### src/rtl/avalon_mm_arbiter.sv
// Two-master Avalon-MM arbiter in front of a single shared slave.
// Round-robin on ties, a hold counter that forces hand-over after MAX_HOLD
// consecutive granted cycles, a lock input that pins the grant, and routing
// of one-cycle-latency read data back to the master that issued the read.
//
// Handshake: a master command (read or write) is accepted in any cycle where
// that master's waitrequest is 0 and its read or write strobe is 1; while its
// waitrequest is 1 the master keeps address, strobes and write data stable.
// readdatavalid is a one-cycle pulse with no back-pressure.
module avalon_mm_arbiter #(
  parameter int ASZ      = 4,
  parameter int DSZ      = 16,
  parameter int MAX_HOLD = 8
) (
  input  logic           clk,
  input  logic           rst,
  // master 0
  input  logic [ASZ-1:0] m0_addr,
  input  logic           m0_read,
  input  logic           m0_write,
  input  logic [DSZ-1:0] m0_write_data,
  input  logic           m0_lock,
  output logic           m0_waitrequest,
  output logic [DSZ-1:0] m0_read_data,
  output logic           m0_readdatavalid,
  // master 1
  input  logic [ASZ-1:0] m1_addr,
  input  logic           m1_read,
  input  logic           m1_write,
  input  logic [DSZ-1:0] m1_write_data,
  input  logic           m1_lock,
  output logic           m1_waitrequest,
  output logic [DSZ-1:0] m1_read_data,
  output logic           m1_readdatavalid,
  // shared slave
  output logic [ASZ-1:0] s_addr,
  output logic           s_read,
  output logic           s_write,
  output logic [DSZ-1:0] s_write_data,
  input  logic [DSZ-1:0] s_read_data,
  // debug: current arbiter state (0 = IDLE, 1 = GRANT0, 2 = GRANT1)
  output logic [1:0]     dbg_state_o
);

  localparam int HW = (MAX_HOLD > 1) ? $clog2(MAX_HOLD) : 1;
  localparam logic [HW-1:0] HOLD_LAST = HW'(MAX_HOLD - 1);

  typedef enum logic [1:0] {
    IDLE   = 2'd0,
    GRANT0 = 2'd1,
    GRANT1 = 2'd2
  } state_t;

  state_t          state_q, state_d;
  logic            gnt0_q, gnt1_q;      // registered grant decode
  logic            last_grant_q;        // master that most recently got a grant
  logic [HW-1:0]   hold_q, hold_d;      // consecutive cycles in the current grant
  logic            pend_q;              // read issued last cycle, data due now
  logic            pend_owner_q;        // master that issued that read

  logic req0, req1;
  logic acc_read;
  logic g0, g1;

  assign req0 = m0_read | m0_write | m0_lock;
  assign req1 = m1_read | m1_write | m1_lock;

  // A read is accepted whenever the granted master strobes read.
  assign acc_read = (gnt0_q & m0_read) | (gnt1_q & m1_read);

  // Next-state and hold-counter computation.
  always_comb begin
    state_d = state_q;
    case (state_q)
      IDLE: begin
        if (req0 && req1)  state_d = last_grant_q ? GRANT0 : GRANT1;
        else if (req0)     state_d = GRANT0;
        else if (req1)     state_d = GRANT1;
      end
      GRANT0: begin
        if (!req0)                                             state_d = req1 ? GRANT1 : IDLE;
        else if (!m0_lock && (hold_q == HOLD_LAST) && req1)   state_d = GRANT1;
      end
      GRANT1: begin
        if (!req1)                                             state_d = req0 ? GRANT0 : IDLE;
        else if (!m1_lock && (hold_q == HOLD_LAST) && req0)   state_d = GRANT0;
      end
      default: state_d = IDLE;
    endcase

    hold_d = hold_q;
    if (state_d != state_q)                          hold_d = '0;
    else if (state_q != IDLE && hold_q != HOLD_LAST) hold_d = hold_q + 1'b1;
  end

  // Arbiter state, registered grant flags, round-robin memory and read tracking.
  always_ff @(posedge clk) begin
    if (rst) begin
      state_q      <= IDLE;
      gnt0_q       <= 1'b0;
      gnt1_q       <= 1'b0;
      last_grant_q <= 1'b1;
      hold_q       <= '0;
      pend_q       <= 1'b0;
      pend_owner_q <= 1'b0;
    end else begin
      state_q <= state_d;
      gnt0_q  <= (state_d == GRANT0);
      gnt1_q  <= (state_d == GRANT1);
      if (state_d == GRANT0) last_grant_q <= 1'b0;
      if (state_d == GRANT1) last_grant_q <= 1'b1;
      hold_q       <= hold_d;
      pend_q       <= acc_read;
      pend_owner_q <= gnt1_q;
    end
  end

  // Output decode; reset forces every output to its idle value immediately.
  always_comb begin
    g0 = gnt0_q & ~rst;
    g1 = gnt1_q & ~rst;

    m0_waitrequest = ~g0;
    m1_waitrequest = ~g1;

    s_addr       = '0;
    s_read       = 1'b0;
    s_write      = 1'b0;
    s_write_data = '0;
    if (g0) begin
      s_addr       = m0_addr;
      s_read       = m0_read;
      s_write      = m0_write;
      s_write_data = m0_write_data;
    end else if (g1) begin
      s_addr       = m1_addr;
      s_read       = m1_read;
      s_write      = m1_write;
      s_write_data = m1_write_data;
    end

    m0_readdatavalid = pend_q & ~pend_owner_q & ~rst;
    m1_readdatavalid = pend_q &  pend_owner_q & ~rst;
    m0_read_data     = m0_readdatavalid ? s_read_data : '0;
    m1_read_data     = m1_readdatavalid ? s_read_data : '0;
  end

  assign dbg_state_o = state_q;

endmodule

### config.mk
export PLATFORM = sky130hd
export DESIGN_NAME = avalon_mm_arbiter
export DESIGN_NICKNAME = d
export VERILOG_FILES = /design/src/rtl/avalon_mm_arbiter.sv
export SDC_FILE = /design/constraint.sdc
export NUM_CORES = 1
export LEC_CHECK = 0
export ABC_CLOCK_PERIOD_IN_PS = 3200
export CORE_MARGIN = 4
export CORE_UTILIZATION = 60
export CTS_CLUSTER_SIZE = 25
export DETAILED_ROUTE_END_ITERATION = 12
export DONT_BUFFER_PORTS = 1
export GPL_ROUTABILITY_DRIVEN = 0
export HOLD_SLACK_MARGIN = 0.06
export PLACE_DENSITY_LB_ADDON = 0.08
export SLEW_MARGIN = 20
export SYNTH_ARGS = -nofsm -noshare
export SYNTH_HDL_FRONTEND = slang
export SYNTH_SLANG_ARGS = --single-unit
### constraint.sdc
create_clock -name clk -period 3.2 [get_ports clk]
set_input_delay 0.64 -clock clk [delete_from_list [all_inputs] [get_ports clk]]
set_output_delay 0.64 -clock clk [all_outputs]
set_load 0.01 [all_outputs]
### Word-level counts from Yosys, hierarchy flattened

Index checks and enable logic that the tools add are counted.

| operators by class | value |
|---|---|
| add/sub/neg operators | 1 |
| equal/unequal tests | 7 |
| mux-type cells | 21 |
| bitwise gates (word level) | 17 |
| reductions and logical operators | 12 |

Operator list:

| cell | count |
|---|---|
| 16-bit 2-to-1 mux | 4 |
| 2-bit 2-to-1 mux | 9 |
| 1-bit AND | 8 |
| 4-bit 2-to-1 mux | 2 |
| 1-bit logical AND | 6 |
| 2-bit case mux with 3 select lines | 1 |
| 1-bit 2-to-1 mux | 5 |
| 1-bit OR | 5 |
| 2-bit by 1-bit == test with 1-bit output, second input constant | 2 |
| 2-bit == test, second input constant | 2 |
| 1-bit NOT | 4 |
| 2-bit OR reduction | 2 |
| 3-bit by 1-bit adder with 3-bit output, second input constant | 1 |
| 3-bit == test, second input constant | 1 |
| 3-bit != test, second input constant | 1 |
| 1-bit zero test | 2 |
| 2-bit zero test | 1 |
| 2-bit != test | 1 |
| 2-bit nonzero test | 1 |

| word-level totals | value |
|---|---|
| bits in registers | 10 |
| output and inout bits | 60 |
| word-level logic and storage cells | 65 |

### Depth between registers and ports, before layout

Gate-level depths: netlist (run 1).

| depth | value |
|---|---|
| word-level depth | 8 |
| gate-level depth with buffers | 6 |

### Worst setup path before layout (run 1)

Ideal clock, no wire load.

| timing | value |
|---|---|
| path type | input port to output port |
| from | input port rst |
| to | output port s_write_data[0] |
| data arrival time | 1.538 ns |
| path slack | 1.022 ns |
| stages | 4 |
| buffers on the path | 2 |
| cell sequence | buf_4 -> nor2b_1 -> clkbuf_1 -> a22o_1 |

| on the way | value |
|---|---|
| word-level cells in the longest chain between the ends | 4 |

RTL lines:

| item | line | source |
|---|---|---|
| start, declared | 16 | `input logic rst,` |
| 1-bit NOT * | 120, 121 |  |
| 1-bit AND | 121 | `g1 = gnt1_q & ~rst;` |
| 16-bit 2-to-1 mux | 135 | `end else if (g1) begin` |
| 16-bit 2-to-1 mux * | 130 | `if (g0) begin` |
| end, declared | 39 | `output logic [DSZ-1:0] s_write_data,` |

Every way passes the cells marked *; elsewhere a longest branch is shown, timed or not.

### Final worst setup path (run 1)

| timing | value |
|---|---|
| from | input port rst |
| to | output port m0_read_data[7] |

| on the way | value |
|---|---|
| word-level cells in the longest chain between the ends | 3 |

RTL lines:

| item | line | source |
|---|---|---|
| 1-bit NOT | 142 | `m0_readdatavalid = pend_q & ~pend_owner_q & ~rst;` |
| 1-bit AND | 142 |  |
| 16-bit 2-to-1 mux | 144 | `m0_read_data = m0_readdatavalid ? s_read_data : '0;` |
| end, declared | 24 | `output logic [DSZ-1:0] m0_read_data,` |

No other way between the ends.

==> results of run 1 <==
flip-flops by register name (all words and copies together) (netlist names):
signal,cells
hold_q,3
pend_q,1
gnt0_q,1
dbg_state_o,2
last_grant_q,1
pend_owner_q,1
gnt1_q,1
cells by family after synthesis:
logic type	Yosys count	share of synthesized area
AND/OR/NAND/NOR	63	0.392
AO/OA/AOI/OAI	38	0.309
buffers and inverters	13	0.0591
flip-flops	10	0.189
multiplexers	2	0.0189
adder cells (fa/ha/maj)	2	0.0236
XOR/XNOR	1	0.00828
per-stage QoR:
| step | worst slack [ns] | instances | hold WS, ns | power, uW |
|---|---|---|---|---|
| finish | 0.974 | 149 | 0.434 | 448 |
| global route | 0.857 | 149 | 0.425 | 476 |
| CTS | 0.957 | 149 | 0.432 | 452 |
| detailed placement | 0.957 | 145 | 0.482 | 334 |
| global placement | 1.03 | 145 | 0.482 | 328 |
| floorplan | 1.02 | 129 | 0.461 | 313 |
synth_stat cells:
cell	number	area share
nor2_1	3	0.011
a22o_1	21	0.17
nor3_1	4	0.019
buf_2	4	0.019
mux2i_1	2	0.019
nor4_1	2	0.012
o31ai_1	1	0.0071
and2_1	32	0.19
ha_1	2	0.024
a2bb2oi_2	1	0.014
o21bai_2	1	0.011
a211oi_1	2	0.014
nand2_1	7	0.025
nor3_4	1	0.015
clkbuf_1	3	0.011
o311a_1	1	0.0095
a211o_1	1	0.0083
or3_1	1	0.0059
nand2b_1	1	0.0059
nor4b_1	1	0.0083
or3b_1	1	0.0083
nand3b_1	1	0.0071
o21bai_1	1	0.0071
nor2b_1	1	0.0059
and3b_1	1	0.0083
a2bb2oi_1	2	0.017
nor3_2	1	0.0095
nor4b_2	2	0.028
nor2b_2	1	0.0083
dfxtp_1	10	0.19
inv_1	3	0.011
a211oi_2	1	0.012
nor3b_2	1	0.012
a21oi_1	2	0.0095
nand3_1	1	0.0047
o21ba_2	1	0.0095
clkbuf_2	1	0.0047
buf_4	2	0.014
o21ai_0	2	0.0095
o21a_1	1	0.0071
xnor2_1	1	0.0083
or4b_1	1	0.0095
layer usage:
| layer | routed length, um | track usage | share of wire |
|---|---|---|---|
| met1 | 1040 | 0.236 | 0.34 |
| met2 | 1660 | 0.435 | 0.55 |
| met3 | 300 | 0.0723 | 0.099 |
| met4 | 42 | 0.106 | 0.014 |
| met5 | 0 | 0 | 0 |
power by group through the flow:
stage | Sequential [uW] | Clock [uW] | Combinational [uW]
after global placement | 167 | 0 | 161
after CTS | 166 | 119 | 167
after detailed placement | 168 | 0 | 166
after floorplan | 154 | 0 | 159
after global routing | 169 | 128 | 179
final | 166 | 116 | 166
cell usage in the layout, fill, tap and decap left out, types with 2 or more instances in the layout:
| cell type | count |
|---|---|
| and2_1 | 32 |
| a22o_1 | 21 |
| dfxtp_1 | 10 |
| nand2_1 | 7 |
| nor3_1 | 4 |
| inv_1 | 3 |
| nor2_1 | 3 |
| clkbuf_4 | 3 |
| o21ai_0 | 2 |
| a2bb2oi_1 | 2 |
| a21oi_1 | 2 |
| a211oi_1 | 2 |
| mux2i_1 | 2 |
| nor4b_2 | 2 |
| nor4_1 | 2 |
| ha_1 | 2 |
| buf_4 | 2 |
final timing paths:
path / slack, ns / to / depth (start not counted) / startpoint
worst max-delay path: 0.97 / m0_read_data[7] / 2 / rst
worst min-delay path: 0.43 / gnt0_q / 1 / rst
worst min register to register: 0.49 / pend_owner_q / 1 / gnt1_q
worst max register to register: 1.43 / hold_q[2] / 6 / hold_q[0]
layout make-up:
| type | instances | area, sq um | area share |
|---|---|---|---|
| Tap cell | 24 | 30.0 | 0.0276 |
| Timing Repair Buffer | 2 | 15.0 | 0.0138 |
| Multi-Input combinational cell | 106 | 796 | 0.731 |
| Inverter | 3 | 11.3 | 0.0103 |
| Sequential cell | 10 | 200 | 0.184 |
| Clock buffer | 4 | 36.3 | 0.0333 |
==> key figures, run 1 <==
Global route
  • Total GRT Usage: 0.235
  • Largest net degree at the start of global routing: 24
  • First-pass GRT wire length: 4560 um
  • GR Overflow Total: 0
  • Vias in the first global route: 946
  • Initial antenna violation count: 0

STA
  • Worst clock skew: 0.00270 ns
  • RSZ-0062 raised after global routing: no
  • Final hold vios: 0
  • Rel. slew slack: 0.466
  • Setup violators final: 0
  • Fmax: 0.449 GHz
  • Worst-Margin Slew: 0.798 ns
  • Period utilization: 0.696
  • Max Slew Vio Count: 0
  • Fin crit period: 2.23 ns
  • Setup TNS: 0 ns

CTS
  • H-tree depth: 1
  • Root Buffer Master: clkbuf_4
  • Hold-fix buffers, CTS: 0
  • CTS tree: yes
  • CTS clk-pin slew, worst paths: 0.07 ns
  • CTS max path bufs: 2
  • Clk_lat worst skew: 0.27 ns
  • Total clock sinks: 10
  • Setup Fix Bufs, Post-CTS: 0
  • Post-CTS sizing: 0
  • Cts bufs inserted: 3

Yosys
  • Post-synthesis cell area: 0.00106 sq mm
  • Synth Net Count: 195
  • Yosys warns: 0
  • Seq/Total Area, Yosys: 0.189
  • Synth unique cells: 42
  • Synthesized instance count: 129
  • Mean post-synth cell area: 8.21 sq um
  • Register bit total from synthesis: 10

Run
  • Max-cap violation count: 0

Route
  • DR vias: 1002
  • Wire per inst: 20.4 um
  • Vias per cell: 6.72
  • Iter 0 DRT Violations: 16
  • Routed wire length: 3040 um
  • DRT Pass-1 Iters: 4
  • Remaining DRCs: 0
  • Post-DRT Antenna Nets: 0

Critical path
  • Largest stage delay, worst path: 0.65 ns
  • Critical path arrival: 1.59 ns
  • Worst setup EP type: primary output
  • Cell-by-cell trace of the critical path: nor3b_2 > and2_1
  • CP max-delay cell: nor3b_2
  • Worst setup SP type: input port
  • Buf+Inv Stages, Crit Path: 0
  • Top Family by Delay on Critical Path: simple AND/OR/NAND/NOR gates
  • Maximum fanout along the worst path: 17
  • Worst Path Required: 2.56 ns
  • Critical path class: input port to primary output

Floorplan
  • Die ar.: 0.00250 sq mm
  • Die Ht: 50 um
  • Initial core utilization: 0.664
  • Die Wd: 50 um
  • # IOs: 124
  • Num rows: 14
  • Core ar.: 0.00159 sq mm

Cells and area
  • Design Area, Final: 0.00109 sq mm
  • Final nets: 192
  • Synthesis-to-finish area growth: 2.84%
  • Util after Layout: 0.683
  • Fill count: 131
  • Layout cells sized above 1: 0.128
  • Ant diodes: 0

Power and ir drop
  • Switching Share: 0.371
  • Comb power frac: 0.371
  • Max IR drop VDD: 334 uV
  • Sequential share of power: 0.370
  • Cell internal pwr: 282 uW
  • Clock share of power: 0.259
  • P_sw: 166 uW
  • P_leak: 0.000438 uW
  • PwrDens: 412 mW/mm^2

Placement
  • # port buffers: 0
  • Placed Instance Area: 0.00105 sq mm
  • Post-DP HPWL: 2530 um

Outcome
  • Outcome: finished clean

Min path
  • Hold crit path type: input port to flop
(Power assumes the default switching activity.)
==> run 2: changes to the inputs <==
Settings changed: ABC_CLOCK_PERIOD_IN_PS 3200 to 1900, CORE_ASPECT_RATIO set to 0.7, CORE_UTILIZATION 60 to 56.
Clock period 3.2 ns to 1.9 ns, I/O delays scaled along.
==> run 2 against run 1 <==
  * Utilization is 2.4 points lower
  * Sequential power increased by 69%
  * Flip-flop and latch count stayed put
  * Largest power group is now combinational logic
==> key figures, run 2 (same netlist as run 1, synthesis figures left out) <==
Outcome
  • Outcome: finished clean

Cells and area
  • Design Area, Final: 0.00111 sq mm
  • Most frequent cells in the layout: and2_1, a22o_1, dfxtp_1, nand2_1
  • Fill count: 156
  • Most common cell after layout, fill and taps aside: and2_1
  • Largest register by flop count: hold_q
  • Final nets: 194
  • Synthesis-to-finish area growth: 4.73%
  • Layout cells sized above 1: 0.150
  • Multi-input logic area: 801 sq um
  • Ant diodes: 0
  • Largest register FFs: 3
  • Register Area: 200 sq um
  • Fin cells: 148

Floorplan
  • Num rows: 12
  • Die Wd: 60.0 um
  • # IOs: 124
  • Die ar.: 0.00266 sq mm
  • Initial core utilization: 0.629
  • Die Ht: 44.4 um
  • Core ar.: 0.00168 sq mm

CTS
  • CTS clk-pin slew, worst paths: 0.07 ns
  • Cts bufs inserted: 3
  • Hold-fix buffers, CTS: 0
  • Total clock sinks: 10
  • CTS tree: yes
  • Clk_lat worst skew: 0.26 ns
  • Root Buffer Master: clkbuf_4
  • CTS max path bufs: 2
  • H-tree depth: 1

Critical path
  • Capture point of the worst reg-to-reg path: last_grant_q
  • Worst setup SP type: flop
  • Worst setup EP type: primary output
  • Critical path class: flop to primary output
  • R2R cell count: 6
  • Maximum fanout along the worst path: 21
  • Critical Path Start: gnt1_q
  • Reg2reg setup slack: 0.17 ns
  • Worst Path Required: 1.52 ns
  • R2R Path Start: hold_q[0]
  • Worst setup path end: s_write_data[2]
  • Critical path arrival: 1.41 ns

Route
  • Vias per cell: 7.03
  • DRT Pass-1 Iters: 4
  • Wire per inst: 22.1 um
  • Remaining DRCs: 0
  • DR vias: 1041
  • Routed wire length: 3270 um
  • Iter 0 DRT Violations: 29
  • Post-DRT Antenna Nets: 0

STA
  • RSZ-0062 raised after global routing: no
  • Setup violators final: 0
  • Worst-Margin Slew: 0.529 ns
  • Final hold vios: 0
  • Setup TNS: 0 ns
  • Setup ws final: 0.114 ns
  • Max Slew Vio Count: 0
  • Rel. slew slack: 0.647
  • Worst clock skew: 0.00199 ns
  • Period utilization: 0.940
  • Worst Hold Margin: 0.182 ns
  • Fmax: 0.560 GHz
  • Fin crit period: 1.79 ns

Power and ir drop
  • PwrDens: 688 mW/mm^2
  • P_leak: 0.000451 uW
  • Max IR drop VDD: 455 uV

Run
  • Max-cap violation count: 0

Global route
  • Total GRT Usage: 0.228
  • Largest net degree at the start of global routing: 24
  • Initial antenna violation count: 0
  • GR Overflow Total: 0
  • First-pass GRT wire length: 4510 um
  • Vias in the first global route: 923

Placement
  • Placed Instance Area: 0.00106 sq mm
  • # port buffers: 0
  • Cells after DPL: 144
  • Post-DP HPWL: 2790 um
  • Pre-CTS setup slack: 0.152 ns

Min path
  • Worst Hold Path Cells: 1
  • Hold crit path type: input port to flop
  • Min-Delay Startpoint: rst
==> run 2: area by class of cell <==
class | count | share of cell area
multi-input combinational | 106 | 0.722
clock buffer | 4 | 0.0327
sequential | 10 | 0.181
timing repair buffer | 4 | 0.0305
tap | 21 | 0.0237
inverter | 3 | 0.0102
==> run 2: worst max-delay path, stage by stage (launching register included) <==
cell,delay (ns)
dfxtp_1,0.30
nor2b_2,0.18
inv_1,0.11
nor2_1,0.13
buf_6,0.19
a22o_1,0.23
==> run 2: power by group <==
part / total, uW / switching (uW) / internal [uW]
Combinational: 293 / 166 / 127
Clock: 190 / 73.3 / 116
Sequential: 280 / 41.7 / 238
==> run 2: stage by stage <==
stage / utilization / power (uW)
after floorplan: - / 527
after CTS: 0.654 / 761
final: 0.659 / 762
after global placement: 0.632 / 564
after detailed placement: 0.632 / 570
after global routing: 0.659 / 809
==> run 2: what timing repair did <==
| action | CTS | global route |
|---|---|---|
| buffers inserted | 0 | 0 |
| resized for setup | 0 | 2 |
| endpoints found under the setup margin | 0 | 6 |
==> run 2: how the worst min path moves through the flow <==
stage,end,slack (ns)
after global placement,dbg_state_o[0],0.47
after global routing,dbg_state_o[0],0.16
after CTS,dbg_state_o[0],0.17
after floorplan,last_grant_q,0.46
after detailed placement,dbg_state_o[0],0.46
final,dbg_state_o[0],0.18
==> run 2: metal layers <==
layer  share of wire  track usage  routed length, um  up-vias
li1                -            -                  -      469
met1            0.38        0.290               1230      489
met2            0.49        0.381               1590       81
met3            0.13       0.0729                425        2
met4          0.0064       0.0398                 21        0
met5               0            0                  0        -
==> run 3: changes to the inputs <==
Settings changed: GPL_TIMING_DRIVEN set to 0.
==> run 3 against run 2 <==
  * Die area stayed put
  * Highest routed layer unchanged
  * Clock skew is 0.0014 ns lower
  * Final area is 5.8% higher
  * Total power is 4.1% higher
  * Global-route usage is 1.3 points higher
  * Critical endpoint is now s_write_data[5]
  * Combinational power is 15% higher
  * Fmax is 1.1% lower
==> key figures, run 3 (same netlist as run 1, synthesis figures left out) <==
Floorplan
  • Num rows: 12
  • # IOs: 124
  • Initial core utilization: 0.629
  • Die ar.: 0.00266 sq mm
  • Core ar.: 0.00168 sq mm
  • Die Wd: 60.0 um
  • Die Ht: 44.4 um

Global route
  • Largest net degree at the start of global routing: 11
  • Vias in the first global route: 986
  • Initial antenna violation count: 0
  • First-pass GRT wire length: 4800 um
  • Total GRT Usage: 0.241
  • GR Overflow Total: 0

CTS
  • Hold-fix buffers, CTS: 0
  • Total clock sinks: 10
  • H-tree depth: 1
  • CTS clk-pin slew, worst paths: 0.07 ns
  • Root Buffer Master: clkbuf_4
  • Setup Fix Bufs, Post-CTS: 0
  • Clk_lat worst skew: 0.27 ns
  • CTS tree: yes
  • CTS max path bufs: 2
  • Cts bufs inserted: 3

Power and ir drop
  • Max IR drop VDD: 467 uV
  • P_leak: 0.000492 uW
  • PwrDens: 677 mW/mm^2

Placement
  • Cells after DPL: 150
  • Placed Instance Area: 0.00108 sq mm
  • Post-DP HPWL: 2860 um
  • # port buffers: 0

STA
  • Rel. slew slack: 0.683
  • Worst clock skew: 0.000598 ns
  • Worst-Margin Slew: 0.472 ns
  • Fin crit period: 1.81 ns
  • Max Slew Vio Count: 0
  • Setup violators final: 0
  • Fmax: 0.554 GHz
  • Final hold vios: 0
  • Period utilization: 0.951

Route
  • DRT Pass-1 Iters: 4
  • Wire per inst: 22.7 um
  • Routed wire length: 3470 um
  • Iter 0 DRT Violations: 38
  • DR vias: 1066
  • Remaining DRCs: 0
  • Post-DRT Antenna Nets: 0
  • Vias per cell: 6.97

Critical path
  • Critical path class: flop to primary output
  • Critical path arrival: 1.43 ns
  • Worst setup SP type: flop
  • Worst setup EP type: primary output
  • Maximum fanout along the worst path: 10
  • Worst Path Required: 1.52 ns

Cells and area
  • Layout cells sized above 1: 0.212
  • Synthesis-to-finish area growth: 10.8%
  • Fin cells: 153
  • Ant diodes: 0
  • Largest register FFs: 3
  • Fill count: 154
  • Largest register by flop count: hold_q
  • Design Area, Final: 0.00117 sq mm
  • Most common cell after layout, fill and taps aside: and2_1
  • Most frequent cells in the layout: and2_1, a22o_1, dfxtp_1, nand2_1, clkbuf_4
  • Final nets: 199

Outcome
  • Outcome: finished clean

Min path
  • Hold crit path type: input port to flop

Run
  • Max-cap violation count: 0
==> run 3: cell types whose count changed in the layout (fill, tap and decap cells not counted) <==
cell,delta
nor2_1,-1
clkbuf_4,+3
buf_2,+2
clkbuf_2,+1
nor3_1,+1
a22o_1,-3
nor2b_4,+1
nor3b_4,+1
nor3_2,-1
a22o_4,+3
nor2_2,+1
nor2b_1,-1
buf_6,-1
nor3b_2,-1
==> run 3: repair_timing <==
item | in CTS | in global routing
cloned | 0 | 0
pin swaps | 0 | 0
gates resized for setup | 2 | 14
setup endpoints to repair | 19 | 39
==> run 3: power by group <==
| part | switching [uW] | internal (uW) | total [uW] |
|---|---|---|---|
| registers | 22.4 | 238 | 260 |
| logic | 195 | 143 | 338 |
| clock network | 78.6 | 116 | 195 |
| total | 296 | 498 | 794 |
==> run 3: final cells by class <==
class                           count  area [sq um]  area share
Tap cell                           21          26.3      0.0224
Sequential cell                    10           200       0.171
Multi-Input combinational cell    106           838       0.715
Inverter                            3          11.3     0.00961
Buffer                              9          60.1      0.0512
Clock buffer                        4          36.3      0.0309
==> run 3: through the flow <==
stage | setup slack [ns] | hold slack (ns) | total power [uW] | TNS, ns | utilization
after floorplan | 0.242 | 0.461 | 527 | 0 | -
after global placement | 0.0816 | 0.481 | 571 | 0 | 0.645
after detailed placement | 0.0199 | 0.492 | 579 | 0 | 0.645
after CTS | 0.00673 | 0.248 | 776 | 0 | 0.668
after global routing | -0.00691 | 0.268 | 840 | -0.0176 | 0.697
final | 0.0939 | 0.258 | 794 | 0 | 0.697
==> run 3: path summary, 6_finish.rpt <==
path         startpoint              end  cells after the start  slack, ns
max              gnt0_q  s_write_data[5]                      3       0.09
min             m0_read           pend_q                      2       0.26
min reg2reg      gnt1_q     pend_owner_q                      1       0.47
max reg2reg   hold_q[0]        hold_q[0]                      6       0.11
==> run 3: routing by layer <==
layer	part of all wire	GRT usage	wire, um
met1	0.34	0.290	1170
met2	0.52	0.444	1820
met5	0	0	0
met3	0.13	0.0583	468
met4	0.0040	0.0265	14
==> run 3: critical path, stage by stage, from the launching register on <==
cell,delay (ns)
dfxtp_1,0.38
nor2b_2,0.25
buf_2,0.27
a22o_1,0.26
